**config.mk**
```make
export PLATFORM = sky130hd
export DESIGN_NAME = vga_timing_gen_flat
export DESIGN_NICKNAME = d
export VERILOG_FILES = /design/src/rtl/vga_timing_gen_if.sv /design/src/rtl/vga_timing_gen.sv /design/src/flat_wrapper.sv
export SDC_FILE = /design/constraint.sdc
export NUM_CORES = 1
export LEC_CHECK = 0
export CAP_MARGIN = 20
export CELL_PAD_IN_SITES_DETAIL_PLACEMENT = 0
export CELL_PAD_IN_SITES_GLOBAL_PLACEMENT = 1
export CORE_UTILIZATION = 36
export DETAILED_ROUTE_END_ITERATION = 10
export MAX_ROUTING_LAYER = met4
export PLACE_DENSITY_LB_ADDON = 0.1
export REMOVE_ABC_BUFFERS = 1
export SLEW_MARGIN = 20
export SYNTH_ARGS = -nofsm -noshare
export SYNTH_HDL_FRONTEND = slang
export SYNTH_SLANG_ARGS = --single-unit
```
**constraint.sdc**
```tcl
create_clock -name clk -period 2.8 [get_ports clk]
set_input_delay 0.56 -clock clk [delete_from_list [all_inputs] [get_ports clk]]
set_output_delay 0.56 -clock clk [all_outputs]
set_load 0.01 [all_outputs]
```
**src/rtl/vga_timing_gen_if.sv**
```systemverilog
// vga_timing_gen_if: pixel-source/timing-generator bundle; master = generator, slave = pixel source.
// test_mode exists only when VGA_TEST_PATTERN_EN is defined.
interface vga_timing_gen_if #(
  parameter int CW = 2,
  parameter int HW = 11,
  parameter int VW = 10
);
  logic          ce;
`ifdef VGA_TEST_PATTERN_EN
  logic          test_mode;
`endif
  logic [CW-1:0] red_in, green_in, blue_in;
  logic [HW-1:0] req_x, h_count;
  logic [VW-1:0] req_y, v_count;
  logic          req_valid, h_sync, v_sync, de, frame_start, line_start;
  logic [CW-1:0] red_out, green_out, blue_out;
  modport master (
`ifdef VGA_TEST_PATTERN_EN
    input  test_mode,
`endif
    input  ce, red_in, green_in, blue_in,
    output req_x, req_y, req_valid, h_count, v_count, h_sync, v_sync, de,
    output red_out, green_out, blue_out, frame_start, line_start
  );
  modport slave (
`ifdef VGA_TEST_PATTERN_EN
    output test_mode,
`endif
    output ce, red_in, green_in, blue_in,
    input  req_x, req_y, req_valid, h_count, v_count, h_sync, v_sync, de,
    input  red_out, green_out, blue_out, frame_start, line_start
  );
endinterface

```
**src/rtl/vga_timing_gen.sv**
```systemverilog
// vga_timing_gen: parametrised raster counters plus a one-cycle registered sync/de/colour stage.
// Optional VGA_TEST_PATTERN_EN adds test_mode, replacing source colour with eight vertical bars.
module vga_timing_gen #(
  parameter int H_ACTIVE = 800,
  parameter int H_FP     = 56,
  parameter int H_SYNC   = 120,
  parameter int H_BP     = 64,
  parameter int V_ACTIVE = 600,
  parameter int V_FP     = 37,
  parameter int V_SYNC   = 6,
  parameter int V_BP     = 23,
  parameter bit H_POL    = 1'b1,
  parameter bit V_POL    = 1'b1,
  parameter int CW       = 2,
  parameter int HW       = 11,
  parameter int VW       = 10
) (
  input logic           clk,
  input logic           rst_n,
  vga_timing_gen_if.master vga
);
  localparam int H_TOTAL = H_ACTIVE + H_FP + H_SYNC + H_BP;
  localparam int V_TOTAL = V_ACTIVE + V_FP + V_SYNC + V_BP;
  localparam logic [HW-1:0] H_LAST = HW'(H_TOTAL - 1);
  localparam logic [VW-1:0] V_LAST = VW'(V_TOTAL - 1);
  localparam logic [HW-1:0] H_ACT  = HW'(H_ACTIVE);
  localparam logic [VW-1:0] V_ACT  = VW'(V_ACTIVE);
  localparam logic [HW-1:0] HS_BEG = HW'(H_ACTIVE + H_FP);
  localparam logic [HW-1:0] HS_END = HW'(H_ACTIVE + H_FP + H_SYNC);
  localparam logic [VW-1:0] VS_BEG = VW'(V_ACTIVE + V_FP);
  localparam logic [VW-1:0] VS_END = VW'(V_ACTIVE + V_FP + V_SYNC);

  if (H_FP < 1 || H_SYNC < 1 || H_BP < 1 || V_FP < 1 || V_SYNC < 1 || V_BP < 1) begin : g_bad_porch
    $error("vga_timing_gen: porch and sync widths must be at least 1");
  end
  if (H_TOTAL > (1 << HW) || V_TOTAL > (1 << VW)) begin : g_bad_width
    $error("vga_timing_gen: raster totals do not fit the counter widths");
  end

  logic [HW-1:0] h_q, h_d;
  logic [VW-1:0] v_q, v_d;
  logic          hs_q, hs_d, vs_q, vs_d, de_q, ls_q, ls_d, fs_q, fs_d, vld;
  logic [CW-1:0] r_q, r_d, g_q, g_d, b_q, b_d;

  always_comb begin
    h_d  = (h_q == H_LAST) ? '0 : h_q + 1'b1;
    v_d  = (h_q != H_LAST) ? v_q : (v_q == V_LAST) ? '0 : v_q + 1'b1;
    vld  = (h_q < H_ACT) && (v_q < V_ACT);
    hs_d = (h_q >= HS_BEG && h_q < HS_END) ? H_POL : ~H_POL;
    vs_d = (v_q >= VS_BEG && v_q < VS_END) ? V_POL : ~V_POL;
    ls_d = (h_q == '0);
    fs_d = (h_q == '0) && (v_q == '0);
  end

`ifdef VGA_TEST_PATTERN_EN
  // Bar index only matters inside the active area; blanking masks the rest.
  logic [2:0] bar;
  assign bar = 3'({h_q, 3'b000} / (HW+3)'(H_ACTIVE));
  assign r_d = !vld ? '0 : vga.test_mode ? {CW{bar[2]}} : vga.red_in;
  assign g_d = !vld ? '0 : vga.test_mode ? {CW{bar[1]}} : vga.green_in;
  assign b_d = !vld ? '0 : vga.test_mode ? {CW{bar[0]}} : vga.blue_in;
`else
  assign r_d = vld ? vga.red_in   : '0;
  assign g_d = vld ? vga.green_in : '0;
  assign b_d = vld ? vga.blue_in  : '0;
`endif

  always_ff @(posedge clk or negedge rst_n) begin
    if (!rst_n) begin
      h_q  <= '0;
      v_q  <= '0;
      hs_q <= ~H_POL;
      vs_q <= ~V_POL;
      de_q <= 1'b0;
      ls_q <= 1'b0;
      fs_q <= 1'b0;
      r_q  <= '0;
      g_q  <= '0;
      b_q  <= '0;
    end else if (vga.ce) begin
      h_q  <= h_d;
      v_q  <= v_d;
      hs_q <= hs_d;
      vs_q <= vs_d;
      de_q <= vld;
      ls_q <= ls_d;
      fs_q <= fs_d;
      r_q  <= r_d;
      g_q  <= g_d;
      b_q  <= b_d;
    end
  end

  assign vga.h_count     = h_q;
  assign vga.v_count     = v_q;
  assign vga.req_x       = h_q;
  assign vga.req_y       = v_q;
  assign vga.req_valid   = vld;
  assign vga.h_sync      = hs_q;
  assign vga.v_sync      = vs_q;
  assign vga.de          = de_q;
  assign vga.line_start  = ls_q;
  assign vga.frame_start = fs_q;
  assign vga.red_out     = r_q;
  assign vga.green_out   = g_q;
  assign vga.blue_out    = b_q;
endmodule

```
**src/flat_wrapper.sv**
```systemverilog
// flat-port wrapper written by rule: the top's interface ports become plain ports
module vga_timing_gen_flat 
#(
  parameter int H_ACTIVE = 800,
  parameter int H_FP     = 56,
  parameter int H_SYNC   = 120,
  parameter int H_BP     = 64,
  parameter int V_ACTIVE = 600,
  parameter int V_FP     = 37,
  parameter int V_SYNC   = 6,
  parameter int V_BP     = 23,
  parameter bit H_POL    = 1'b1,
  parameter bit V_POL    = 1'b1,
  parameter int CW       = 2,
  parameter int HW       = 11,
  parameter int VW       = 10
)
  (clk, rst_n, vga_ce, vga_red_in, vga_green_in, vga_blue_in, vga_req_x, vga_req_y, vga_req_valid, vga_h_count, vga_v_count, vga_h_sync, vga_v_sync, vga_de, vga_red_out, vga_green_out, vga_blue_out, vga_frame_start, vga_line_start);
  vga_timing_gen_if #(.CW(CW), .HW(HW), .VW(VW)) vga_i ();
  input logic clk;
  input logic rst_n;
  input wire logic [$bits(vga_i.ce)-1:0] vga_ce;
  input wire logic [$bits(vga_i.red_in)-1:0] vga_red_in;
  input wire logic [$bits(vga_i.green_in)-1:0] vga_green_in;
  input wire logic [$bits(vga_i.blue_in)-1:0] vga_blue_in;
  output wire logic [$bits(vga_i.req_x)-1:0] vga_req_x;
  output wire logic [$bits(vga_i.req_y)-1:0] vga_req_y;
  output wire logic [$bits(vga_i.req_valid)-1:0] vga_req_valid;
  output wire logic [$bits(vga_i.h_count)-1:0] vga_h_count;
  output wire logic [$bits(vga_i.v_count)-1:0] vga_v_count;
  output wire logic [$bits(vga_i.h_sync)-1:0] vga_h_sync;
  output wire logic [$bits(vga_i.v_sync)-1:0] vga_v_sync;
  output wire logic [$bits(vga_i.de)-1:0] vga_de;
  output wire logic [$bits(vga_i.red_out)-1:0] vga_red_out;
  output wire logic [$bits(vga_i.green_out)-1:0] vga_green_out;
  output wire logic [$bits(vga_i.blue_out)-1:0] vga_blue_out;
  output wire logic [$bits(vga_i.frame_start)-1:0] vga_frame_start;
  output wire logic [$bits(vga_i.line_start)-1:0] vga_line_start;
  assign vga_i.ce = vga_ce;
  assign vga_i.red_in = vga_red_in;
  assign vga_i.green_in = vga_green_in;
  assign vga_i.blue_in = vga_blue_in;
  assign vga_req_x = vga_i.req_x;
  assign vga_req_y = vga_i.req_y;
  assign vga_req_valid = vga_i.req_valid;
  assign vga_h_count = vga_i.h_count;
  assign vga_v_count = vga_i.v_count;
  assign vga_h_sync = vga_i.h_sync;
  assign vga_v_sync = vga_i.v_sync;
  assign vga_de = vga_i.de;
  assign vga_red_out = vga_i.red_out;
  assign vga_green_out = vga_i.green_out;
  assign vga_blue_out = vga_i.blue_out;
  assign vga_frame_start = vga_i.frame_start;
  assign vga_line_start = vga_i.line_start;
  vga_timing_gen #(.H_ACTIVE(H_ACTIVE), .H_FP(H_FP), .H_SYNC(H_SYNC), .H_BP(H_BP), .V_ACTIVE(V_ACTIVE), .V_FP(V_FP), .V_SYNC(V_SYNC), .V_BP(V_BP), .H_POL(H_POL), .V_POL(V_POL), .CW(CW), .HW(HW), .VW(VW)) u_core (.clk(clk), .rst_n(rst_n), .vga(vga_i));
endmodule
```
==> parameters.txt <==
Parameter                              Value

Outcome
  Outcome    complete, no violations

Critical path
  R2r worst-path depth    5
  Launching point of the worst reg2reg path    u_core.vga.h_count[1]
  Worst path arrival time    2.02 ns
  Critical path class    reg -> out
  Endpoint kind of the worst setup timing path    output port
  Required time of the critical path    roughly 2.2 ns
  Max FO, Critical Path    7
  Endpoint of the most critical register-to-register path    u_core.vga.req_y[7]
  Launching element type of the critical path    flip-flop
  Reg-to-reg slack, setup    0.78 ns

Logic synthesis
  Mean Syn Cell Area    slightly below 10 um2
  Yosys warns    0
  Number of cells produced by synthesis    189
  Sequential element share of the synthesized area    0.4318
  Distinct cell type count after synthesis    40
  Synthesized flop and latch total    32
  Area of the mapped netlist    0.001854 mm2

Global routing
  Routing usage on met3    0.03292
  Number of global-route vias before repair    1484
  Antenna violations before repair    0
  Global routing met2 resource utilization    0.2905
  Met1 GRT Util    0.2188
  Total grt overflow    0
  Wire length of the first global-routing pass    between 7000 and 8000 um
  Largest net degree at the start of global routing    33
  Total GRT Usage    0.1762
  Busiest metal layer after global routing    met2

Floorplanning
  Die Footprint    0.005442 mm2
  Horiz. Die Dim    73.77 um
  DIE HEIGHT    roughly 74 um
  Floorplan core area    0.004848 mm2
  Number of placement rows    25
  Initial standard-cell utilization of the core    0.3825
  Number of placed I/O pins    63

Clock network
  Clock transition at the registers of the reported paths    0.07 ns
  Clock sinks    32
  Clock buffer depth    2
  Post-CTS setup buffers    0
  Number of gates resized after cts    0
  Total clock buffers created by CTS    5
  H-tree level count    2
  TritonCTS clock tree    yes
  Clock Tree Root    clkbuf_8
  Number of buffers added to fix hold violations after cts    0
  Latest clock arrival within the worst-skew pair    0.28 ns

STA
  Final-report hold violation count    0
  Clock Skews    0.004027 ns
  Final worst path period share    0.9224
  Final sum of negative setup slack    0 ns
  Smallest hold slack    0.4882 ns
  Transition at the pin with the smallest max-transition slack    0.4892 ns
  Number of pins exceeding their max-slew limit in the final report    0
  Fmax    387.2 MHz
  Max-slew headroom    0.6733
  Final Setup Violations    0
  RSZ-0062 raised after global routing    false
  Minimum clock period    between 2 and 3 ns

Placement
  Count of buffers inserted at the top-level ports    62
  DPL Wire Length    3145 um
  Area after detailed placement    0.002399 mm2
  Weighted congestion reported at the end of routability-driven placement    just under 0.9

Power and ir drop
  Maximum vdd ir drop    507.1 uV
  Clock network power share    0.260
  Leakage power total    1.042 nW
  Proportion of power drawn by flip-flops and latches    0.379
  Cell-internal power    approximately 1.3 mW
  Switching Fraction    0.3296
  Tot Pwr    approximately 1.9 mW
  Net load switching power    0.6182 mW
  Total power divided by cell area    roughly 740 mW/mm2
  Share of power burned in combinational logic    0.361

Finish
  Total of fill cells in the finished design    437
  Final std cell area, no fill    0.002525 mm2
  Signed area change from the synthesized netlist to the final layout    36.17%
  Number of nets at the end of the flow    251
  Fraction of final layout cells sized beyond drive strength 1    0.07595
  Number of antenna cells inserted    0
  Utilization of the core after routing    0.5208

Worst hold path
  Number of cells on the worst hold path    1
  Worst hold path startpoint    u_core.vga.de
  Type of the worst min-delay path    reg -> reg
  Hold endpoint    u_core.vga.de

Route
  WL/cell    14.35 um
  Routed via count    1542
  Remaining DRCs    0
  DR vias/cell    5.072
  DRT Wirelength    4363 um
  Drt pass-1 iters    4
  Remaining antenna violation count    0
  Drt initial violations    83

Run
  Number of violations of the max-capacitance limit    0
-- power by group through the flow --
stage | sequential (mW) | clock, mW | combinational (mW)
2_1_floorplan | 0.772 | 0 | 0.206
3_3_place_gp | 0.715 | 0 | 0.685
3_5_place_dp | 0.719 | 0 | 0.680
4_1_cts | 0.712 | 0.496 | 0.685
5_1_grt | 0.736 | 0.525 | 0.736
6_report | 0.711 | 0.488 | 0.676
-- stage by stage --
step	setup slack [ns]	cells
6_report	0.2173	304
5_1_grt	0.09867	304
4_1_cts	0.1718	304
3_5_place_dp	0.3929	296
3_3_place_gp	0.4528	296
2_1_floorplan	0.9838	164
-- layout make-up --
class	instances	area, um2	share of cell area
Clock buffer	7	96.34	0.03816
Clock inverter	1	30.03	0.01189
Sequential cell	32	800.8	0.3171
Inverter	11	41.29	0.01635
Tap cell	67	83.83	0.03320
Multi-Input combinational cell	121	829.5	0.3285
Timing Repair Buffer	65	643.1	0.2547
-- cells in the mapped netlist --
cell type	n	area (um2)
dfrtp_1	32	800.8
buf_4	21	157.7
nand2_1	13	48.80
o21ai_0	13	65.06
nand4_1	11	68.82
inv_1	10	37.54
nand3_1	9	45.04
a21oi_1	8	40.04
a22o_1	7	61.31
ha_1	6	75.07
nor2_1	6	22.52
xnor2_1	5	43.79
a21o_1	4	30.03
and2_1	3	18.77
and3_1	3	18.77
mux2i_1	3	30.03
nor3_1	3	15.01
xor2_1	3	26.28
and4_1	2	17.52
buf_2	2	10.01
nand2b_1	2	12.51
nor2b_1	2	12.51
o31ai_1	2	15.01
or3_1	2	12.51
or3b_1	2	17.52
a211oi_1	1	7.510
a211oi_2	1	12.51
buf_6	1	11.26
clkbuf_1	1	3.750
inv_2	1	3.750
nand4b_1	1	8.760
nor3_4	1	16.27
nor3b_1	1	7.510
nor4b_4	1	23.77
o211ai_1	1	7.510
o2bb2ai_2	1	15.01
o32ai_1	1	8.760
or2_2	1	6.260
or4_1	1	7.510
or4_4	1	11.26
-- flip-flops by register name (all words and copies together), names as in the netlist --
signal and cells:
u_core.vga.blue_out 2, u_core.vga.de 1, u_core.vga.frame_start 1, u_core.vga.green_out 2, u_core.vga.h_count 11, u_core.vga.h_sync 1, u_core.vga.line_start 1, u_core.vga.red_out 2
u_core.vga.req_y 10, u_core.vga.v_sync 1
-- routing by layer --
metal	routed length (um)	vias to the layer above
met5	0	-
met4	37	0
met3	161	5
met2	2136	40
met1	2028	749
li1	-	748
-- how the worst max path moves through the flow --
stage / cells after the start / startpoint / slack (ns) / to
6_report: 4 / u_core.vga.h_count[7] / 0.22 / vga_req_valid
5_1_grt: 4 / u_core.vga.h_count[7] / 0.1 / vga_req_valid
4_1_cts: 4 / u_core.vga.h_count[7] / 0.17 / vga_req_valid
3_5_place_dp: 5 / vga_ce / 0.39 / u_core.vga.req_y[7]
3_3_place_gp: 5 / vga_ce / 0.45 / u_core.vga.req_y[8]
2_1_floorplan: 5 / u_core.vga.h_count[1] / 0.98 / u_core.vga.req_y[7]
-- critical path, cell delays in order (launching register included) --
cell and delay [ns]:
dfrtp_1 0.48, nor3_4 0.27, nor2_1 0.12, a211oi_1 0.28, clkdlybuf4s50_1 0.59
-- layout by cell type, fill, tap and decap left out, types with 3 or more instances in the layout --
master | netlist | layout
a21oi_1 | 8 | 8
xnor2_1 | 5 | 5
mux2i_1 | 3 | 3
and3_1 | 3 | 3
inv_1 | 10 | 10
nor3_1 | 3 | 3
buf_4 | 21 | 3
xor2_1 | 3 | 3
a21o_1 | 4 | 4
o21ai_0 | 13 | 13
and2_1 | 3 | 3
ha_1 | 6 | 6
nor2_1 | 6 | 6
a22o_1 | 7 | 7
clkdlybuf4s50_1 | 0 | 62
clkbuf_8 | 0 | 7
nand2_1 | 13 | 13
nand4_1 | 11 | 11
nand3_1 | 9 | 9
dfrtp_1 | 32 | 32
-- cells by family (layout without fill, tap and decap cells) --
kind of cell               count (synthesis)  in the layout  share of synthesized area
muxes                                      3              3                    0.01619
and+or+nand+nor                           65             65                     0.2112
AOI/OAI and AO/OA                         39             39                     0.1417
DFF                                       32             32                     0.4318
buffers and inverters                     36             84                     0.1208
xor gates and xnor gates                   8              8                    0.03779
adders and majority gates                  6              6                    0.04048
Power figures use the tool's default switching activity.
